File: src/rtl/synth_pkg.sv
// Shared definitions for the synth voice datapath.
// Holds the envelope state encoding and sample/level constants.
package synth_pkg;

  typedef enum logic [2:0] {
    S_IDLE    = 3'd0,
    S_ATTACK  = 3'd1,
    S_DECAY   = 3'd2,
    S_SUSTAIN = 3'd3,
    S_RELEASE = 3'd4
  } env_state_t;

  localparam logic [7:0] SAMPLE_MID = 8'd128;
  localparam logic [7:0] LEVEL_MAX  = 8'd255;

endpackage

File: src/rtl/tick_divider.sv
// Envelope rate divider: tick pulses once every RATE_DIV clocks.
// Ports: clk, reset (sync, active-low), tick (1-cycle pulse).
module tick_divider #(
  parameter int RATE_DIV = 256
) (
  input  logic clk,
  input  logic reset,
  output logic tick
);

  localparam int CW = (RATE_DIV > 2) ? $clog2(RATE_DIV) : 1;
  localparam logic [CW-1:0] LAST = CW'(RATE_DIV - 1);

  logic [CW-1:0] cnt;

  always_ff @(posedge clk) begin
    if (!reset) begin
      cnt <= '0;
    end else if (cnt == LAST) begin
      cnt <= '0;
    end else begin
      cnt <= cnt + 1'b1;
    end
  end

  assign tick = (cnt == LAST);

endmodule

File: src/rtl/adsr_envelope.sv
// Gate-driven ADSR envelope applied to an unsigned oscillator stream.
// Ports: clk, reset (sync, active-low), gate, attack/decay/release
//   steps, sustain_level, sample_in -> sample_out, env_level,
//   state, active.
module adsr_envelope
  import synth_pkg::*;
#(
  parameter int RATE_DIV = 256,
  parameter int SAMPLE_W = 8,
  parameter int ENV_W    = 8
) (
  input  logic                clk,
  input  logic                reset,
  input  logic                gate,
  input  logic [ENV_W-1:0]    attack_step,
  input  logic [ENV_W-1:0]    decay_step,
  input  logic [ENV_W-1:0]    sustain_level,
  input  logic [ENV_W-1:0]    release_step,
  input  logic [SAMPLE_W-1:0] sample_in,
  output logic [SAMPLE_W-1:0] sample_out,
  output logic [ENV_W-1:0]    env_level,
  output logic [2:0]          state,
  output logic                active
);

  localparam logic [SAMPLE_W-1:0] MID = SAMPLE_W'(SAMPLE_MID);
  localparam logic [ENV_W-1:0]    TOP = ENV_W'(LEVEL_MAX);
  localparam int PW = SAMPLE_W + ENV_W + 1;

  logic       tick;
  logic       gate_q;
  logic       rise;
  env_state_t st_q;

  logic        [ENV_W:0]   att_sum;
  logic signed [ENV_W+1:0] dec_diff;
  logic signed [ENV_W+1:0] sus_ext;

  logic signed [SAMPLE_W:0] d;
  logic signed [PW-1:0]     p;

  tick_divider #(
    .RATE_DIV(RATE_DIV)
  ) u_div (
    .clk  (clk),
    .reset(reset),
    .tick (tick)
  );

  assign rise = gate & ~gate_q;

  assign att_sum  = {1'b0, env_level} + {1'b0, attack_step};
  assign dec_diff = $signed({2'b00, env_level})
                  - $signed({2'b00, decay_step});
  assign sus_ext  = $signed({2'b00, sustain_level});

  // Retrigger and gate-off take a cycle of their own; the level
  // only moves on ticks that are not also a transition.
  always_ff @(posedge clk) begin
    if (!reset) begin
      st_q      <= S_IDLE;
      env_level <= '0;
      gate_q    <= 1'b0;
      active    <= 1'b0;
    end else begin
      gate_q <= gate;
      if (rise) begin
        st_q   <= S_ATTACK;
        active <= 1'b1;
      end else if (!gate && (st_q == S_ATTACK ||
                             st_q == S_DECAY  ||
                             st_q == S_SUSTAIN)) begin
        st_q   <= S_RELEASE;
        active <= 1'b1;
      end else if (tick) begin
        unique case (st_q)
          S_IDLE: begin
            env_level <= '0;
          end
          S_ATTACK: begin
            if (att_sum >= {1'b0, TOP}) begin
              env_level <= TOP;
              st_q      <= S_DECAY;
            end else begin
              env_level <= att_sum[ENV_W-1:0];
            end
          end
          S_DECAY: begin
            if (dec_diff <= sus_ext) begin
              env_level <= sustain_level;
              st_q      <= S_SUSTAIN;
            end else begin
              env_level <= dec_diff[ENV_W-1:0];
            end
          end
          S_SUSTAIN: begin
            env_level <= sustain_level;
          end
          S_RELEASE: begin
            if (env_level <= release_step) begin
              env_level <= '0;
              st_q      <= S_IDLE;
              active    <= 1'b0;
            end else begin
              env_level <= env_level - release_step;
            end
          end
          default: begin
            env_level <= '0;
            st_q      <= S_IDLE;
            active    <= 1'b0;
          end
        endcase
      end
    end
  end

  assign state = st_q;

  // Offset-binary to signed, scale by level/256, back to offset.
  // Result stays within 0..254, so the low bits of the floor
  // shift are enough.
  assign d = $signed({1'b0, sample_in}) - $signed({1'b0, MID});
  assign p = d * $signed({1'b0, env_level});

  always_ff @(posedge clk) begin
    if (!reset) begin
      sample_out <= MID;
    end else begin
      sample_out <= MID + p[SAMPLE_W+ENV_W-1:ENV_W];
    end
  end

endmodule

File: config.mk
export PLATFORM = sky130hd
export DESIGN_NAME = adsr_envelope
export DESIGN_NICKNAME = d
export VERILOG_FILES = /design/src/rtl/synth_pkg.sv /design/src/rtl/tick_divider.sv /design/src/rtl/adsr_envelope.sv
export SDC_FILE = /design/constraint.sdc
export NUM_CORES = 1
export LEC_CHECK = 0
export ABC_CLOCK_PERIOD_IN_PS = 9300
export BUFFER_PORTS_ARGS = -buffer_cell sky130_fd_sc_hd__buf_2
export CAP_MARGIN = 20
export CORE_MARGIN = 8
export CORE_UTILIZATION = 36
export DETAILED_ROUTE_END_ITERATION = 8
export GPL_TIMING_DRIVEN = 0
export PLACE_DENSITY = 0.57
export SETUP_SLACK_MARGIN = 0.2
export SYNTH_ARGS = -nofsm -noshare
export SYNTH_HDL_FRONTEND = slang
export SYNTH_HIERARCHICAL = 1
export SYNTH_SLANG_ARGS = --single-unit
File: constraint.sdc
create_clock -name clk -period 9.3 [get_ports clk]
set_input_delay 1.86 -clock clk [delete_from_list [all_inputs] [get_ports clk]]
set_output_delay 1.86 -clock clk [all_outputs]
set_load 0.01 [all_outputs]
==> results.sh <==
export IMPL_cts_resized=0
export IMPL_fin_nets=819
export IMPL_cts_tree="built"
export IMPL_clockBufferDepth=2
export IMPL_ys_seq_area_share_pct=11.7
export IMPL_portBuffers=62
export IMPL_clk_pin_slew_worst_paths_ns=0.05
export IMPL_setup_viol=0
export IMPL_cts_hold_buf=0
export IMPL_grt_pass1_vias=4424
export IMPL_tns_ns=0
export IMPL_crit_arrival_ns=6.08
export IMPL_async_flop_share_pct=0
export IMPL_synth_ff_type="dfxtp_1"
export IMPL_clock_latency_ns=0.28
export IMPL_slew_headroom_pct=57.4
export IMPL_area_growth_syn_to_layout_pct=14.3
export IMPL_synth_compound_area_share_pct=16.6
export IMPL_ant_nets=0
export IMPL_syn_area_per_cell_um2=8.39
export IMPL_drtIter0Drc=268
export IMPL_crit_path_top_delay_cell="fa_1"
export IMPL_vias_per_cell=5.05
export IMPL_grt_max_degree=15
export IMPL_path_cells="buf_2 > nand2b_1 > inv_1 > fa_1 > fa_1 > inv_1 > fa_1 > fa_1 > inv_1 > ha_1 > a21o_1 > a21oi_1 > nor2b_1 > a211oi_2 > a21oi_1 > xnor2_1 > nand2_1"
export IMPL_drive_gt1_share_pct=13.7
export IMPL_r2r_start="env_level[1]"
export IMPL_num_vias=4253
export IMPL_synth_xor_area_share_pct=4.75
export IMPL_drc_errors=0
export IMPL_holdPathEnd="u_div/cnt[0]"
export IMPL_post_cts_buffers=0
export IMPL_crit_family="adder cells"
export IMPL_finClkSkew_ns=0.00604
export IMPL_syn_inst=593
export IMPL_finalWeightedCongestion=0.901
export IMPL_p_leak_uw=0.00294
export IMPL_top_level_ports=63
export IMPL_h_tree_depth=2
export IMPL_reg2reg_to="sample_out[7]"
export IMPL_critPathMaxStageDelay_ns=0.74
export IMPL_grt_pass1_wl_um=21000
export IMPL_fp_dieW_um=134
export IMPL_synth_most_common_cell="inv_1"
export IMPL_status="finished, final reports clean"
export IMPL_yosys_top_cells_area="fa_1, ha_1, dfxtp_1"
export IMPL_antenna_cells=0
export IMPL_worst_hold_path_num_cells=1
export IMPL_finalCritPeriodShare_pct=63.8
export IMPL_path_class="in2reg"
export IMPL_routed_wl_um=12900
export IMPL_multiInputGateArea_um2=3890
export IMPL_rows=43
export IMPL_yosysTopAreaCellShare_pct=21.7
export IMPL_fillers=1368
export IMPL_fin_util_pct=41.5
export IMPL_wl_per_cell_um=15.3
export IMPL_p_per_area_nw_per_um2=70.1
export IMPL_synth_top_family_by_area="adder cells"
export IMPL_grt_ovfl_total=0
export IMPL_antenna_found_initial=0
export IMPL_synth_edf_count=0
export IMPL_slew_violations=0
export IMPL_dp_hpwl_um=10500
export IMPL_grt_setup_unrepaired="false"
export IMPL_worstSetupEndpointType="register"
export IMPL_first_pass_iters=4
export IMPL_rr_worst_depth=17
export IMPL_synth_warnings=6
export IMPL_synthTopCellsByCount="inv_1, ha_1, fa_1, nand2_1, and2_1"
export IMPL_synth_nets=750
export IMPL_core_area_um2=13700
export IMPL_cts_sinks=29
export IMPL_yosys_area_top_type="fa_1"
export IMPL_hp_class="reg2reg"
export IMPL_synth_simple_area_share_pct=18.6
export IMPL_grtUsageTotal_pct=14.3
export IMPL_r2r_slack_ns=4.12
export IMPL_worstPathMaxFanout=8
export IMPL_fp_dieH_um=134
export IMPL_start_util_pct=36.3
export IMPL_yosys_area_share_adder_pct=36.8
export IMPL_yosysUniqueCellTypes=65
export IMPL_tightest_slew_ns=0.638
export IMPL_ys_ff_latch=29
export IMPL_fmax_mhz=169
export IMPL_seqCellArea_um2=581
export IMPL_hold_violations=0
export IMPL_cts_buffers_inserted=5
export IMPL_netlist_area_um2=4980
export IMPL_die_area_um2=17800
export IMPL_root_buffer="clkbuf_16"
export IMPL_start_kind="primary input"
export IMPL_crit_top_cell="fa_1"
export IMPL_synth_mux_area_share_pct=1.41
export IMPL_hold_start="u_div/cnt[0]"
export IMPL_crit_required_ns=9.44
export IMPL_ir_drop_mv=0.0769
export IMPL_critical_path_buf_inv_count=4
export IMPL_drv_cap=0
export IMPL_final_min_clock_period_ns=5.93
==> power by group <==
part | internal [uW] | switching [uW] | leakage, uW
Combinational | 30.5 | 40.7 | 0.00262
Clock | 134 | 64.4 | 0.0000831
Sequential | 127 | 2.38 | 0.000235
Total | 291 | 107 | 0.00294
==> logic make-up (layout without fill, tap and decap cells) <==
kind of cell | count (synthesis) | in the layout
flip-flops | 29 | 29
AO/OA/AOI/OAI | 113 | 113
multiplexers | 7 | 7
adder cells (fa/ha/maj) | 114 | 114
AND/OR/NAND/NOR | 175 | 175
buffers and inverters | 128 | 198
XOR/XNOR | 27 | 27
==> layer usage <==
layer | track usage [%] | vias to the layer above | part of all wire, %
met1 | 17.3 | 2049 | 45
met4 | 2.62 | 0 | 0.94
met3 | 2.56 | 13 | 4.2
li1 | - | 2100 | -
met2 | 25.9 | 91 | 50
met5 | 0 | - | 0
==> registers in the layout, summed over array words and instances, names as in the netlist <==
| signal | cells |
|---|---|
| env_level | 8 |
| sample_out | 8 |
| u_div/cnt | 8 |
| state | 3 |
| active | 1 |
| gate_q | 1 |
==> how the worst max path moves through the flow <==
stage	end	depth (start not counted)	start	slack (ns)
global route	sample_out[6]	17	sample_in[7]	3.10
global placement	sample_out[6]	17	sample_in[7]	3.09
CTS	sample_out[6]	17	sample_in[7]	3.32
floorplan	sample_out[6]	16	sample_in[7]	3.51
finish	sample_out[7]	17	sample_in[7]	3.37
detailed placement	sample_out[6]	17	sample_in[7]	3.02
==> final cells by class <==
class                      instances  share of cell area, %
timing repair buffer              62                   5.45
clock buffer                       6                   2.44
sequential                        29                   10.2
clock inverter                     2                  0.660
tap                              180                   3.96
multi-input combinational        436                   68.4
inverter                         118                   7.79
buffer                            10                   1.10
==> per-stage QoR <==
step / total power, uW / instances / instance area (um^2) / hold slack [ns] / setup slack [ns]
after floorplan: 175 / 593 / 4980 / 0.440 / 3.51
after global placement: 201 / 835 / 5510 / 0.457 / 3.09
after detailed placement: 203 / 835 / 5510 / 0.470 / 3.02
after CTS: 399 / 843 / 5690 / 0.483 / 3.32
after global routing: 413 / 843 / 5690 / 0.507 / 3.10
final: 399 / 843 / 5690 / 0.471 / 3.37
==> worst register-to-register path, cell delays in order, from the launching register on <==
cell and delay (ns):
dfxtp_1 0.60, buf_2 0.30, inv_1 0.12, nor2_1 0.25
fa_1 0.63, fa_1 0.57, inv_1 0.05, fa_1 0.46
fa_1 0.54, inv_1 0.04, ha_1 0.34, a21o_1 0.18
a21oi_1 0.20, nor2b_1 0.08, a211oi_2 0.30, a21oi_1 0.13
xnor2_1 0.19, nand2_1 0.07
==> cell usage in the layout, fill, tap and decap left out, drive strengths merged, types with 11 or more instances in the layout <==
master	instances
o21ai	24
buf	66
nor2	30
and2	38
clkbuf	12
xor2	11
a21oi	21
o21a	11
fa	54
inv	118
dfxtp	29
nor2b	12
nand2	44
xnor2	16
ha	60
Note: power is estimated with default switching activity, not from simulation.
